### src/rtl/nsa_pkg.sv
// Shared types and sizing helpers for the nibble-serial adder.
package nsa_pkg;

  localparam int NIBBLE_W = 4;

  typedef enum logic [1:0] {
    IDLE = 2'd0,
    RUN  = 2'd1,
    DONE = 2'd2
  } nsa_state_e;

  typedef struct packed {
    logic [15:0] n;
    logic [15:0] idx_w;
  } nsa_geom_t;

  // Nibble count and index-counter width for a given operand width.
  function automatic nsa_geom_t nsa_geom(input int width);
    nsa_geom_t g;
    int        n;
    n       = width / NIBBLE_W;
    g.n     = 16'(n);
    g.idx_w = 16'((n > 1) ? $clog2(n) : 1);
    return g;
  endfunction

endpackage

### src/rtl/carry_select_adder.sv
// Existing 4-bit carry-select adder: low pair ripples, high pair is
// precomputed for both carry-ins and selected by the low-pair carry.
module carry_select_adder (
  input  logic [3:0] A,
  input  logic [3:0] B,
  input  logic       cin,
  output logic [3:0] S,
  output logic       cout
);

  logic [2:0] lo;
  logic [2:0] hi0;
  logic [2:0] hi1;

  always_comb begin
    lo   = {1'b0, A[1:0]} + {1'b0, B[1:0]} + {2'b00, cin};
    hi0  = {1'b0, A[3:2]} + {1'b0, B[3:2]};
    hi1  = {1'b0, A[3:2]} + {1'b0, B[3:2]} + 3'd1;
    S    = {(lo[2] ? hi1[1:0] : hi0[1:0]), lo[1:0]};
    cout = lo[2] ? hi1[2] : hi0[2];
  end

endmodule

### src/rtl/nibble_serial_adder.sv
// WIDTH-bit adder streamed one nibble per cycle through a single 4-bit adder.
// Optional signed-overflow output enabled by defining NSA_OVF_EN.
module nibble_serial_adder
  import nsa_pkg::*;
#(
  parameter int WIDTH = 16
) (
  input  logic             clk,
  input  logic             rst,
  input  logic             in_valid,
  output logic             in_ready,
  input  logic [WIDTH-1:0] A,
  input  logic [WIDTH-1:0] B,
  input  logic             cin,
  output logic             out_valid,
  input  logic             out_ready,
  output logic [WIDTH-1:0] S,
  output logic             cout,
`ifdef NSA_OVF_EN
  output logic             ovf,
`endif
  output nsa_state_e       state_dbg
);

  localparam nsa_geom_t GEOM  = nsa_geom(WIDTH);
  localparam int        N     = int'(GEOM.n);
  localparam int        IDX_W = int'(GEOM.idx_w);
  localparam logic [IDX_W-1:0] LAST_IDX = IDX_W'(N - 1);

  // Handshakes: a transfer happens on a rising edge where valid && ready;
  // valid never depends on ready, and the offered data stays stable until
  // the transfer.
  nsa_state_e state, state_nxt;

  logic [WIDTH-1:0]    a_reg, b_reg, s_reg;
  logic                carry_reg;
  logic [IDX_W-1:0]    idx;
  logic [NIBBLE_W-1:0] a_nib, b_nib, nib_sum;
  logic                nib_cout;
  logic                accept;
  logic                last_nib;

  assign accept   = in_valid && in_ready;
  assign last_nib = (state == RUN) && (idx == LAST_IDX);

  // State register
  always_ff @(posedge clk) begin
    if (rst) state <= IDLE;
    else     state <= state_nxt;
  end

  // Next-state logic
  always_comb begin
    state_nxt = state;
    case (state)
      IDLE:    if (accept) state_nxt = RUN;
      RUN:     if (idx == LAST_IDX) state_nxt = DONE;
      DONE:    if (out_ready) state_nxt = IDLE;
      default: state_nxt = IDLE;
    endcase
  end

  // Output logic
  always_comb begin
    in_ready  = (state == IDLE);
    out_valid = (state == DONE);
    state_dbg = state;
  end

  always_comb begin
    a_nib = '0;
    b_nib = '0;
    for (int k = 0; k < N; k++) begin
      if (idx == IDX_W'(k)) begin
        a_nib = a_reg[k*NIBBLE_W +: NIBBLE_W];
        b_nib = b_reg[k*NIBBLE_W +: NIBBLE_W];
      end
    end
  end

  carry_select_adder u_csa (
    .A    (a_nib),
    .B    (b_nib),
    .cin  (carry_reg),
    .S    (nib_sum),
    .cout (nib_cout)
  );

  // Datapath: idx parks at the last nibble and is re-zeroed on the next accept.
  always_ff @(posedge clk) begin
    if (rst) begin
      a_reg     <= '0;
      b_reg     <= '0;
      s_reg     <= '0;
      carry_reg <= 1'b0;
      idx       <= '0;
    end else if (accept) begin
      a_reg     <= A;
      b_reg     <= B;
      s_reg     <= '0;
      carry_reg <= cin;
      idx       <= '0;
    end else if (state == RUN) begin
      for (int k = 0; k < N; k++) begin
        if (idx == IDX_W'(k)) s_reg[k*NIBBLE_W +: NIBBLE_W] <= nib_sum;
      end
      carry_reg <= nib_cout;
      if (idx != LAST_IDX) idx <= idx + 1'b1;
    end
  end

  assign S    = s_reg;
  assign cout = carry_reg;

`ifdef NSA_OVF_EN
  logic ovf_reg;

  // Operands share a sign but the top result nibble's sign bit differs.
  always_ff @(posedge clk) begin
    if (rst || accept) ovf_reg <= 1'b0;
    else if (last_nib)
      ovf_reg <= (a_reg[WIDTH-1] == b_reg[WIDTH-1]) &&
                 (nib_sum[NIBBLE_W-1] != a_reg[WIDTH-1]);
  end

  assign ovf = ovf_reg;
`else
  logic unused_last;
  assign unused_last = last_nib;
`endif

endmodule
### config.mk
export PLATFORM = sky130hd
export DESIGN_NAME = nibble_serial_adder
export DESIGN_NICKNAME = d
export VERILOG_FILES = /design/src/rtl/nsa_pkg.sv /design/src/rtl/carry_select_adder.sv /design/src/rtl/nibble_serial_adder.sv
export SDC_FILE = /design/constraint.sdc
export NUM_CORES = 1
export LEC_CHECK = 0
export BUFFER_PORTS_ARGS = -buffer_cell sky130_fd_sc_hd__buf_4
export CORE_ASPECT_RATIO = 2
export CORE_MARGIN = 2
export CORE_UTILIZATION = 59
export CTS_BUF_LIST = sky130_fd_sc_hd__clkbuf_4
export DETAILED_ROUTE_END_ITERATION = 16
export GPL_TIMING_DRIVEN = 1
export PLACE_DENSITY = 0.91
export RECOVER_POWER = 100
export SETUP_SLACK_MARGIN = 0.02
export SYNTH_ARGS = -nofsm -noshare
export SYNTH_HDL_FRONTEND = slang
export SYNTH_SLANG_ARGS = --single-unit
### constraint.sdc
create_clock -name clk -period 5.09 [get_ports clk]
set_clock_uncertainty 0.05 [all_clocks]
set_input_delay 0.2545 -clock clk [delete_from_list [all_inputs] [get_ports clk]]
set_output_delay 0.2545 -clock clk [all_outputs]
set_load 0.02 [all_outputs]
==> results.sh <==
export IMPL_dp_hpwl_um=3906
export IMPL_netlist_instances=294
export IMPL_start_util=0.6198
export IMPL_drc=0
export IMPL_cp_slowest_stage_delay_ns=2.49
export IMPL_power_share_sequential=0.596
export IMPL_cts_buffers=5
export IMPL_fin_nets=379
export IMPL_required_ns=5.35
export IMPL_total_leakage_power_nw=1.065
export IMPL_synth_largest_area_cell="dfxtp_1"
export IMPL_routed_wl_met3_um=181
export IMPL_synth_common_cells="73 x nand2_1, 53 x dfxtp_1, 49 x a21oi_1, 22 x nor2_1"
export IMPL_power_density_nw_per_um2=277.1
export IMPL_async_reset_ff_frac=0
export IMPL_tightestPinTransition_ns=3.228
export IMPL_numClockSinks=53
export IMPL_netlist_area_um2=2407
export IMPL_synth_area_leaders="dfxtp_1 44%, nand2_1 11%, a21oi_1 10%"
export IMPL_synth_top_area_share=0.4407
export IMPL_p_sw_frac=0.2743
export IMPL_fin_crit_ns=3.491
export IMPL_peakVddDrop_v=0.0002361
export IMPL_end_kind="register"
export IMPL_area_growth_pct=12.68
export IMPL_hp_class="in -> reg"
export IMPL_drtIter0Drc=33
export IMPL_clk_pin_slew_ns=0.13
export IMPL_setup_tns_ns=0
export IMPL_yosysMostFrequentCell="nand2_1"
export IMPL_max_clock_freq_mhz=286.4
export IMPL_routedWlPerCell_um=13.34
export IMPL_power_share_clock=0.236
export IMPL_vias=2046
export IMPL_p_switching_mw=0.2062
export IMPL_grt_setup_unrepaired="false"
export IMPL_critical_path_slowest_cell="nor3b_1"
export IMPL_crit_fanout=34
export IMPL_fillCellCount=337
export IMPL_die_area_um2=4638
export IMPL_yosysWarnings=0
export IMPL_ant_nets=0
export IMPL_avgSynthCellArea_um2=8.188
export IMPL_via_per_inst=5.328
export IMPL_core_area_um2=3884
export IMPL_routabilityCongestion=0.9121
export IMPL_violations="max-capacitance violations, max-slew violations"
export IMPL_dr_wl_met2_um=2869
export IMPL_grt_max_degree=37
export IMPL_fin_util=0.6985
export IMPL_clockBufferDepth=2
export IMPL_path_cells="nor3b_1, nand2_1, a21oi_1"
export IMPL_dieHeight_um=94.34
export IMPL_cts_setup_buffers=0
export IMPL_cts_tree="yes"
export IMPL_postRouteWirelength_um=5122
export IMPL_wl_met1_um=1873
export IMPL_ys_ff_latch=53
export IMPL_holdBufCountCts=0
export IMPL_ys_types=28
export IMPL_ys_seq_area_frac=0.4407
export IMPL_drt_pass1_iterations=6
export IMPL_num_antenna_cells=0
export IMPL_p_comb_frac=0.168
export IMPL_top_layer="met4"
export IMPL_cap_violations=1
export IMPL_status="finished, violations left"
export IMPL_hold_ws_ns=0.05685
export IMPL_cp_data_arrival_time_ns=3.75
export IMPL_grt_overflow=0
export IMPL_hold_violations=0
export IMPL_synth_edf_count=0
export IMPL_synth_main_ff_cell="dfxtp_1"
export IMPL_first_global_vias=1906
export IMPL_grt_total_usage=0.2255
export IMPL_grt_pass1_wl_um=7969
export IMPL_rows=32
export IMPL_io_buffers=57
export IMPL_drive_gt1_frac=0.1291
export IMPL_intPower_mw=0.5454
export IMPL_die_width_um=49.17
export IMPL_syn_nets=340
export IMPL_start_kind="register"
export IMPL_finalCritPeriodShare=0.6859
export IMPL_antenna_found_initial=0
export IMPL_post_cts_resized=0
export IMPL_root_buffer="clkbuf_4"
export IMPL_drv_slew=35
export IMPL_clock_latency_ns=0.37
export IMPL_htree_levels=2
export IMPL_setup_viol=0
export IMPL_critPathKind="reg -> reg"
export IMPL_max_slew_margin=-1.157
export IMPL_pin_count=58
[power by group through the flow]
stage	clock, mW	combinational [mW]	sequential, mW
final	0.177	0.127	0.448
after global routing	0.196	0.140	0.451
after CTS	0.177	0.131	0.448
after detailed placement	0	0.131	0.458
after global placement	0	0.127	0.457
after floorplan	0	0.0908	0.456
[per-layer routing]
layer	vias up	track usage
met2	59	0.4414
met1	925	0.2026
li1	1045	-
met3	17	0.03956
met4	0	0.1476
met5	-	0
[final cells by class]
| class | count | area, um2 | share of cell area |
|---|---|---|---|
| inverters | 11 | 41.29 | 0.01522 |
| repair buffers | 58 | 352.8 | 0.1301 |
| clock buffers | 6 | 45.04 | 0.01661 |
| multi-input cells | 204 | 1145 | 0.4220 |
| flip-flops and latches | 53 | 1061 | 0.3911 |
| well taps | 51 | 63.81 | 0.02352 |
| clock inverters | 1 | 3.754 | 0.001384 |
[per-stage QoR]
stage	setup slack (ns)	area (um2)	std cells	power (mW)
after floorplan	2.315	2407	294	0.5470
after global placement	2.271	2758	377	0.5841
after detailed placement	2.150	2758	377	0.5884
after CTS	2.137	2806	384	0.7563
after global routing	1.065	2713	384	0.7871
final	1.599	2713	384	0.7516
[kinds of logic after synthesis]
logic type | synth area share
muxes | 0.04158
DFF | 0.4407
and+or+nand+nor | 0.1923
adders and majority gates | 0.05613
AOI/OAI and AO/OA | 0.1804
xor gates and xnor gates | 0.007278
buffers and inverters | 0.08159
[final timing paths]
path	depth (start not counted)	endpoint	from	slack [ns]
max reg2reg	3	b_reg[9]	state_dbg[0]	1.60
max	3	b_reg[9]	state_dbg[0]	1.60
min reg2reg	2	b_reg[8]	b_reg[8]	0.42
min	3	a_reg[9]	A[9]	0.06
[worst max-delay path: cells and delay by family (launching register included)]
| family | cells | cell delay, ns |
|---|---|---|
| and+or+nand+nor | 2 | 2.73 |
| DFF | 1 | 0.41 |
| AOI/OAI and AO/OA | 1 | 0.23 |
[cell usage in the layout, fill, tap and decap left out]
master and n:
a21oi_1 49, nand2_1 73, nor2b_1 2, and3b_1 5, buf_4 36, fa_1 3, a211oi_1 8, clkinv_1 1
dfxtp_1 53, nand3b_1 1, inv_1 11, clkbuf_1 22, a31oi_1 1, or3b_1 1, o21ai_0 9, nand2b_4 1
ha_1 6, nor3b_1 2, xnor2_1 2, a22o_1 8, nor2_1 22, a21boi_0 1, clkbuf_4 6, mux2i_1 10
Note: power is estimated with default switching activity, not from simulation.
